--- src/rtl/native_bus_arbiter_pkg.sv ---
// Shared owner IDs, FSM encoding and arbitration helper for the native-bus
// read arbiter and its owner FIFO.
`ifndef TRUE
`define TRUE 1'b1
`endif
`ifndef FALSE
`define FALSE 1'b0
`endif

package native_bus_arbiter_pkg;

  localparam logic OWNER_INSTR = 1'b0;
  localparam logic OWNER_DATA  = 1'b1;

  localparam logic [0:0] IDLE  = 1'b0;
  localparam logic [0:0] ISSUE = 1'b1;

  // On a tie the master that was not granted last wins, unless data is favoured.
  function automatic logic pick_owner(input logic ir_req, input logic dr_req,
                                      input logic last_grant, input logic data_first);
    logic owner;
    owner = OWNER_INSTR;
    if (ir_req && dr_req) begin
      if (data_first) owner = OWNER_DATA;
      else owner = (last_grant == OWNER_DATA) ? OWNER_INSTR : OWNER_DATA;
    end else if (dr_req) begin
      owner = OWNER_DATA;
    end
    return owner;
  endfunction

endpackage

--- src/rtl/native_owner_fifo.sv ---
// Small FIFO of 1-bit owner IDs recording who issued each outstanding read,
// so responses can be steered back in issue order.
module native_owner_fifo
  import native_bus_arbiter_pkg::*;
#(
  parameter int depth = 2
) (
  input  logic clk,
  input  logic rst,
  input  logic push,
  input  logic push_owner,
  input  logic pop,
  output logic head_owner,
  output logic full,
  output logic empty
);

  localparam int PW = (depth > 1) ? $clog2(depth) : 1;
  localparam int CW = $clog2(depth + 1);
  localparam logic [PW-1:0] LAST_PTR  = PW'(depth - 1);
  localparam logic [CW-1:0] DEPTH_CNT = CW'(depth);

  logic [depth-1:0] slots;
  logic [PW-1:0]    wr_ptr;
  logic [PW-1:0]    rd_ptr;
  logic [CW-1:0]    count;
  logic             do_push;
  logic             do_pop;

  assign full       = (count == DEPTH_CNT);
  assign empty      = (count == '0);
  assign do_push    = push && !full;
  assign do_pop     = pop && !empty;
  assign head_owner = slots[rd_ptr];

  always_ff @(posedge clk or negedge rst) begin
    if (!rst) begin
      slots  <= '0;
      wr_ptr <= '0;
      rd_ptr <= '0;
      count  <= '0;
    end else begin
      if (do_push) begin
        slots[wr_ptr] <= push_owner;
        wr_ptr        <= (wr_ptr == LAST_PTR) ? '0 : wr_ptr + 1'b1;
      end
      if (do_pop) begin
        rd_ptr <= (rd_ptr == LAST_PTR) ? '0 : rd_ptr + 1'b1;
      end
      if (do_push && !do_pop) count <= count + 1'b1;
      else if (do_pop && !do_push) count <= count - 1'b1;
    end
  end

endmodule

--- src/rtl/native_bus_arbiter.sv ---
// Shares one native-bus memory slave between the instruction-read and data
// masters: arbitrated read issue, in-order response routing, write passthrough.
module native_bus_arbiter
  import native_bus_arbiter_pkg::*;
#(
  parameter int bus_width       = 32,
  parameter int max_outstanding = 2,
  parameter int data_priority   = 0
) (
  input  logic                 clk,
  input  logic                 rst,

  input  logic                 ir_raddr_valid,
  output logic                 ir_raddr_ready,
  input  logic [bus_width-1:0] ir_raddr,
  output logic                 ir_rdata_valid,
  input  logic                 ir_rdata_ready,
  output logic [bus_width-1:0] ir_rdata,

  input  logic                 dr_raddr_valid,
  output logic                 dr_raddr_ready,
  input  logic [bus_width-1:0] dr_raddr,
  output logic                 dr_rdata_valid,
  input  logic                 dr_rdata_ready,
  output logic [bus_width-1:0] dr_rdata,

  input  logic                 dw_waddr_valid,
  output logic                 dw_waddr_ready,
  input  logic [bus_width-1:0] dw_waddr,
  input  logic                 dw_wdata_valid,
  output logic                 dw_wdata_ready,
  input  logic [bus_width-1:0] dw_wdata,

  output logic                 m_raddr_valid,
  input  logic                 m_raddr_ready,
  output logic [bus_width-1:0] m_raddr,
  input  logic                 m_rdata_valid,
  output logic                 m_rdata_ready,
  input  logic [bus_width-1:0] m_rdata,

  output logic                 m_waddr_valid,
  input  logic                 m_waddr_ready,
  output logic [bus_width-1:0] m_waddr,
  output logic                 m_wdata_valid,
  input  logic                 m_wdata_ready,
  output logic [bus_width-1:0] m_wdata,

  output logic                 err_rdata
);

  localparam logic DATA_FIRST = (data_priority != 0);

  logic [0:0] state;
  logic       last_grant;
  logic       winner;
  logic       grant;
  logic       fifo_full;
  logic       fifo_empty;
  logic       head_owner;
  logic       pop;

  assign winner         = pick_owner(ir_raddr_valid, dr_raddr_valid, last_grant, DATA_FIRST);
  assign grant          = (state == IDLE) && !fifo_full && (ir_raddr_valid || dr_raddr_valid);
  assign ir_raddr_ready = grant && (winner == OWNER_INSTR);
  assign dr_raddr_ready = grant && (winner == OWNER_DATA);
  assign m_raddr_valid  = (state == ISSUE);
  assign pop            = m_rdata_valid && m_rdata_ready;

  native_owner_fifo #(
    .depth (max_outstanding)
  ) u_owner_fifo (
    .clk        (clk),
    .rst        (rst),
    .push       (grant),
    .push_owner (winner),
    .pop        (pop),
    .head_owner (head_owner),
    .full       (fifo_full),
    .empty      (fifo_empty)
  );

  always_ff @(posedge clk or negedge rst) begin
    if (!rst) begin
      state      <= IDLE;
      m_raddr    <= '0;
      last_grant <= OWNER_DATA;
      err_rdata  <= `FALSE;
    end else begin
      if (state == IDLE) begin
        if (grant) begin
          m_raddr    <= (winner == OWNER_DATA) ? dr_raddr : ir_raddr;
          last_grant <= winner;
          state      <= ISSUE;
        end
      end else if (m_raddr_ready) begin
        state <= IDLE;
      end
      // A response with nothing outstanding is never accepted, only flagged.
      if (m_rdata_valid && fifo_empty) err_rdata <= `TRUE;
    end
  end

  always_comb begin
    ir_rdata_valid = 1'b0;
    dr_rdata_valid = 1'b0;
    m_rdata_ready  = 1'b0;
    if (!fifo_empty) begin
      if (head_owner == OWNER_INSTR) begin
        ir_rdata_valid = m_rdata_valid;
        m_rdata_ready  = ir_rdata_ready;
      end else begin
        dr_rdata_valid = m_rdata_valid;
        m_rdata_ready  = dr_rdata_ready;
      end
    end
  end

  assign ir_rdata = m_rdata;
  assign dr_rdata = m_rdata;

  assign m_waddr_valid  = dw_waddr_valid;
  assign m_waddr        = dw_waddr;
  assign m_wdata_valid  = dw_wdata_valid;
  assign m_wdata        = dw_wdata;
  assign dw_waddr_ready = m_waddr_ready;
  assign dw_wdata_ready = m_wdata_ready;

endmodule

--- config.mk ---
export PLATFORM = sky130hd
export DESIGN_NAME = native_bus_arbiter
export DESIGN_NICKNAME = d
export VERILOG_FILES = /design/src/rtl/native_bus_arbiter_pkg.sv /design/src/rtl/native_owner_fifo.sv /design/src/rtl/native_bus_arbiter.sv
export SDC_FILE = /design/constraint.sdc
export NUM_CORES = 1
export LEC_CHECK = 0
export ABC_CLOCK_PERIOD_IN_PS = 5200
export CORE_AREA = 10 10 124 126
export DETAILED_ROUTE_END_ITERATION = 16
export DIE_AREA = 0 0 134 136
export DONT_BUFFER_PORTS = 1
export GPL_TIMING_DRIVEN = 1
export HOLD_SLACK_MARGIN = 0.06
export PLACE_DENSITY = 0.35
export SLEW_MARGIN = 20
export SYNTH_ARGS = -nofsm -noshare
export SYNTH_HDL_FRONTEND = slang
export SYNTH_HIERARCHICAL = 1
export SYNTH_SLANG_ARGS = --single-unit
--- constraint.sdc ---
create_clock -name clk -period 5.2 [get_ports clk]
set_input_delay 0.52 -clock clk [delete_from_list [all_inputs] [get_ports clk]]
set_output_delay 0.52 -clock clk [all_outputs]
set_load 0.02 [all_outputs]
==> run metrics <==
outcome completed; worst vdd ir roughly 0.00029 V; GRT Overall Usage about a tenth; Unique masters post-synth 28; min cycle time layout ~2500 ps; Wirelength per Cell 25.6 um; number of global-route vias before repair 1697; Remaining DRCs 0; DP HPWL approximately 7000 um; Warnings, synthesis 6; CTS tree done; die area approximately 0.018 mm2; root buf cell clkbuf_16; Syn Inst Count roughly 320; initial cell density of the core between 20% and 30%; Sink Count between 40 and 50; Reg-to-Reg Start u_owner_fifo/rd_ptr; DRT iter0 DRCs a little over 60; post-route ant nets 0; static leakage roughly 1.1 nW; met2 WL 4330 um; post-synth top area share 33.8%; first-pass GRT wire length approximately 13000 um; vias per cell ~4.4; most common cell in the synthesized netlist buf_4; asr flop ratio synth 100%; Antenna diodes 0; TritonCTS buffer count 5; WP data required roughly 4700 ps; Commonest cells post-synth 132 x buf_4, 40 x dfrtp_1, 36 x inv_1, 32 x a221o_1, 32 x nor3_1; met1 WL approximately 3200 um; fin util between 10% and 20%; Die X between 100 and 150 um; Post-synth EDFFs 0; uppermost layer routed met4; Critical Path End Type output port; RSZ-0062 raised after global routing no; WP data arrival ~1900 ps; CP max FO 33; setup ws final 2740 ps; biggest area consumer among synthesized cells dfrtp_1; final instance area about 0.0024 mm2; setup_tns 0 ps; Layout area overhead -20.4%; pwr dens a little over 700 mW/mm2; max-slew violations 0; Placed Area approximately 0.0021 mm2; Buffers on Ports 0; #FFs+latches synth just over 40; critical path startpoint category flip-flop; WL met3 1450 um; later-pin clock latency in the skew report 280 ps; initial antenna violation count 0; die height approximately 140 um; post-cts resize count 0; final WL slightly above 9000 um; Worst-Margin Slew 881 ps; clock slew at the register clock pins of the worst setup and hold paths roughly 60 ps; CTS HTree Levels 2; routed via count 1604; largest net degree at the start of global routing 41; Final GP Congestion between 0.6 and 0.7; Top Ports between 300 and 400; relative slew slack between 40% and 50%; total grt overflow 0; sequential area share after synthesis roughly a third; synthesized cell area approximately 0.003 mm2; Core Box Area about 0.013 mm2; row count 42; top_reg_cell synth dfrtp_1; RR Endpoint u_owner_fifo/count[1]; top post-synthesis cells by area dfrtp_1 34%, buf_4 33%, a221o_1 11%; syn_area_per_cell 9.28 um2; fin nets about 360; # Max-Cap Violations 0; Crit Path Category reg -> out; deepest clock path buffer count 2; layout cells sized above 1 under 10%; clk_skew roughly 3.3 ps; Syn Nets just under 500; fmax ~0.41 GHz; router iterations before antenna repair 4; Final period util a little under half; Worst Hold Class in -> async; Fillers ~1.5k; reg-to-reg setup timing slack 2910 ps; worst slack at placement about 2700 ps; Final setup viols 0; hold_ws between 70 and 80 ps; Worst Reg-to-Reg Cells 9; Hold Fails Final Rpt 0
## what timing repair did
item	CTS	global route
hold endpoints to repair	40	1
buffers inserted	0	0
hold buffers	1	1
## cells by family after synthesis
group / share of synthesized area [%]
flops: 34.7
fa+ha+maj: 0.422
compound gates: 12.2
mux: 1.48
simple gates: 8.37
buf+inv: 41.4
xor+xnor: 1.48
## layer usage
| layer | up-vias | global-route usage (%) |
|---|---|---|
| li1 | 654 | - |
| met3 | 25 | 6.49 |
| met1 | 754 | 9.43 |
| met4 | 0 | 4.29 |
| met2 | 171 | 15.1 |
| met5 | - | 0 |
## critical path, stage by stage (launching register included)
cell and delay [ps]:
dfrtp_1 420, nand2b_2 170, inv_1 60, nor2_1 190
and3_2 810
## flip-flops by register name (all words and copies together) (netlist names)
| signal | cells |
|---|---|
| m_raddr_valid | 1 |
| err_rdata | 1 |
| u_owner_fifo/wr_ptr | 1 |
| u_owner_fifo/count | 2 |
| u_owner_fifo/slots | 2 |
| last_grant | 1 |
| m_raddr | 32 |
| u_owner_fifo/rd_ptr | 1 |
## power breakdown
part	internal, W	leakage (nW)	total, W	switching [W]
clock	0.000240	0.0841	0.000376	0.000136
sequential	0.000477	0.498	0.000758	0.000281
combinational	0.000252	0.475	0.000558	0.000306
total	0.000969	1.06	0.00169	0.000723
## metrics by stage
step / cells / power [W]
5_1_grt: 361 / 0.00181
3_5_place_dp: 350 / 0.00130
6_report: 361 / 0.00169
3_3_place_gp: 350 / 0.00129
2_1_floorplan: 319 / 0.00131
4_1_cts: 359 / 0.00170
## how the worst max path moves through the flow
stage / startpoint / to / slack, ps
after global placement: dr_raddr_valid / u_owner_fifo/count[1] / 2750
after floorplan: u_owner_fifo/rd_ptr / u_owner_fifo/count[1] / 3130
after CTS: u_owner_fifo/count[0] / ir_raddr_ready / 2700
after detailed placement: dr_raddr_valid / u_owner_fifo/count[1] / 2670
final: u_owner_fifo/count[0] / ir_raddr_ready / 2740
after global routing: u_owner_fifo/count[0] / ir_raddr_ready / 2570
## cell type report
type | instances | area [um2] | area share, %
Clock inverter | 1 | 30.0 | 1.27
Sequential cell | 41 | 1030 | 43.6
Multi-Input combinational cell | 95 | 721 | 30.6
Clock buffer | 7 | 143 | 6.05
Tap cell | 176 | 220 | 9.35
Timing Repair Buffer | 5 | 80.1 | 3.40
Inverter | 36 | 135 | 5.74
## placed cells by master, fill, tap and decap left out
cell           count
dfrtp_1           40
inv_1             36
nor3_1            32
a221o_1           32
nor2_1             5
clkbuf_16          5
xor2_1             3
and2_1             2
o21ai_0            2
a21o_1             2
buf_16             2
buf_4              2
mux2_1             2
xnor2_1            2
a21bo_1            1
o21ai_4            1
nand2b_1           1
and3_2             1
or2_1              1
mux2i_1            1
and3b_1            1
nor3b_1            1
bufinv_16          1
clkbuf_1           1
clkbuf_8           1
dlygate4sd3_1      1
dfstp_2            1
nand2b_2           1
mux2_2             1
nand3_1            1
nand3b_1           1
ha_1               1
(Power assumes the default switching activity.)
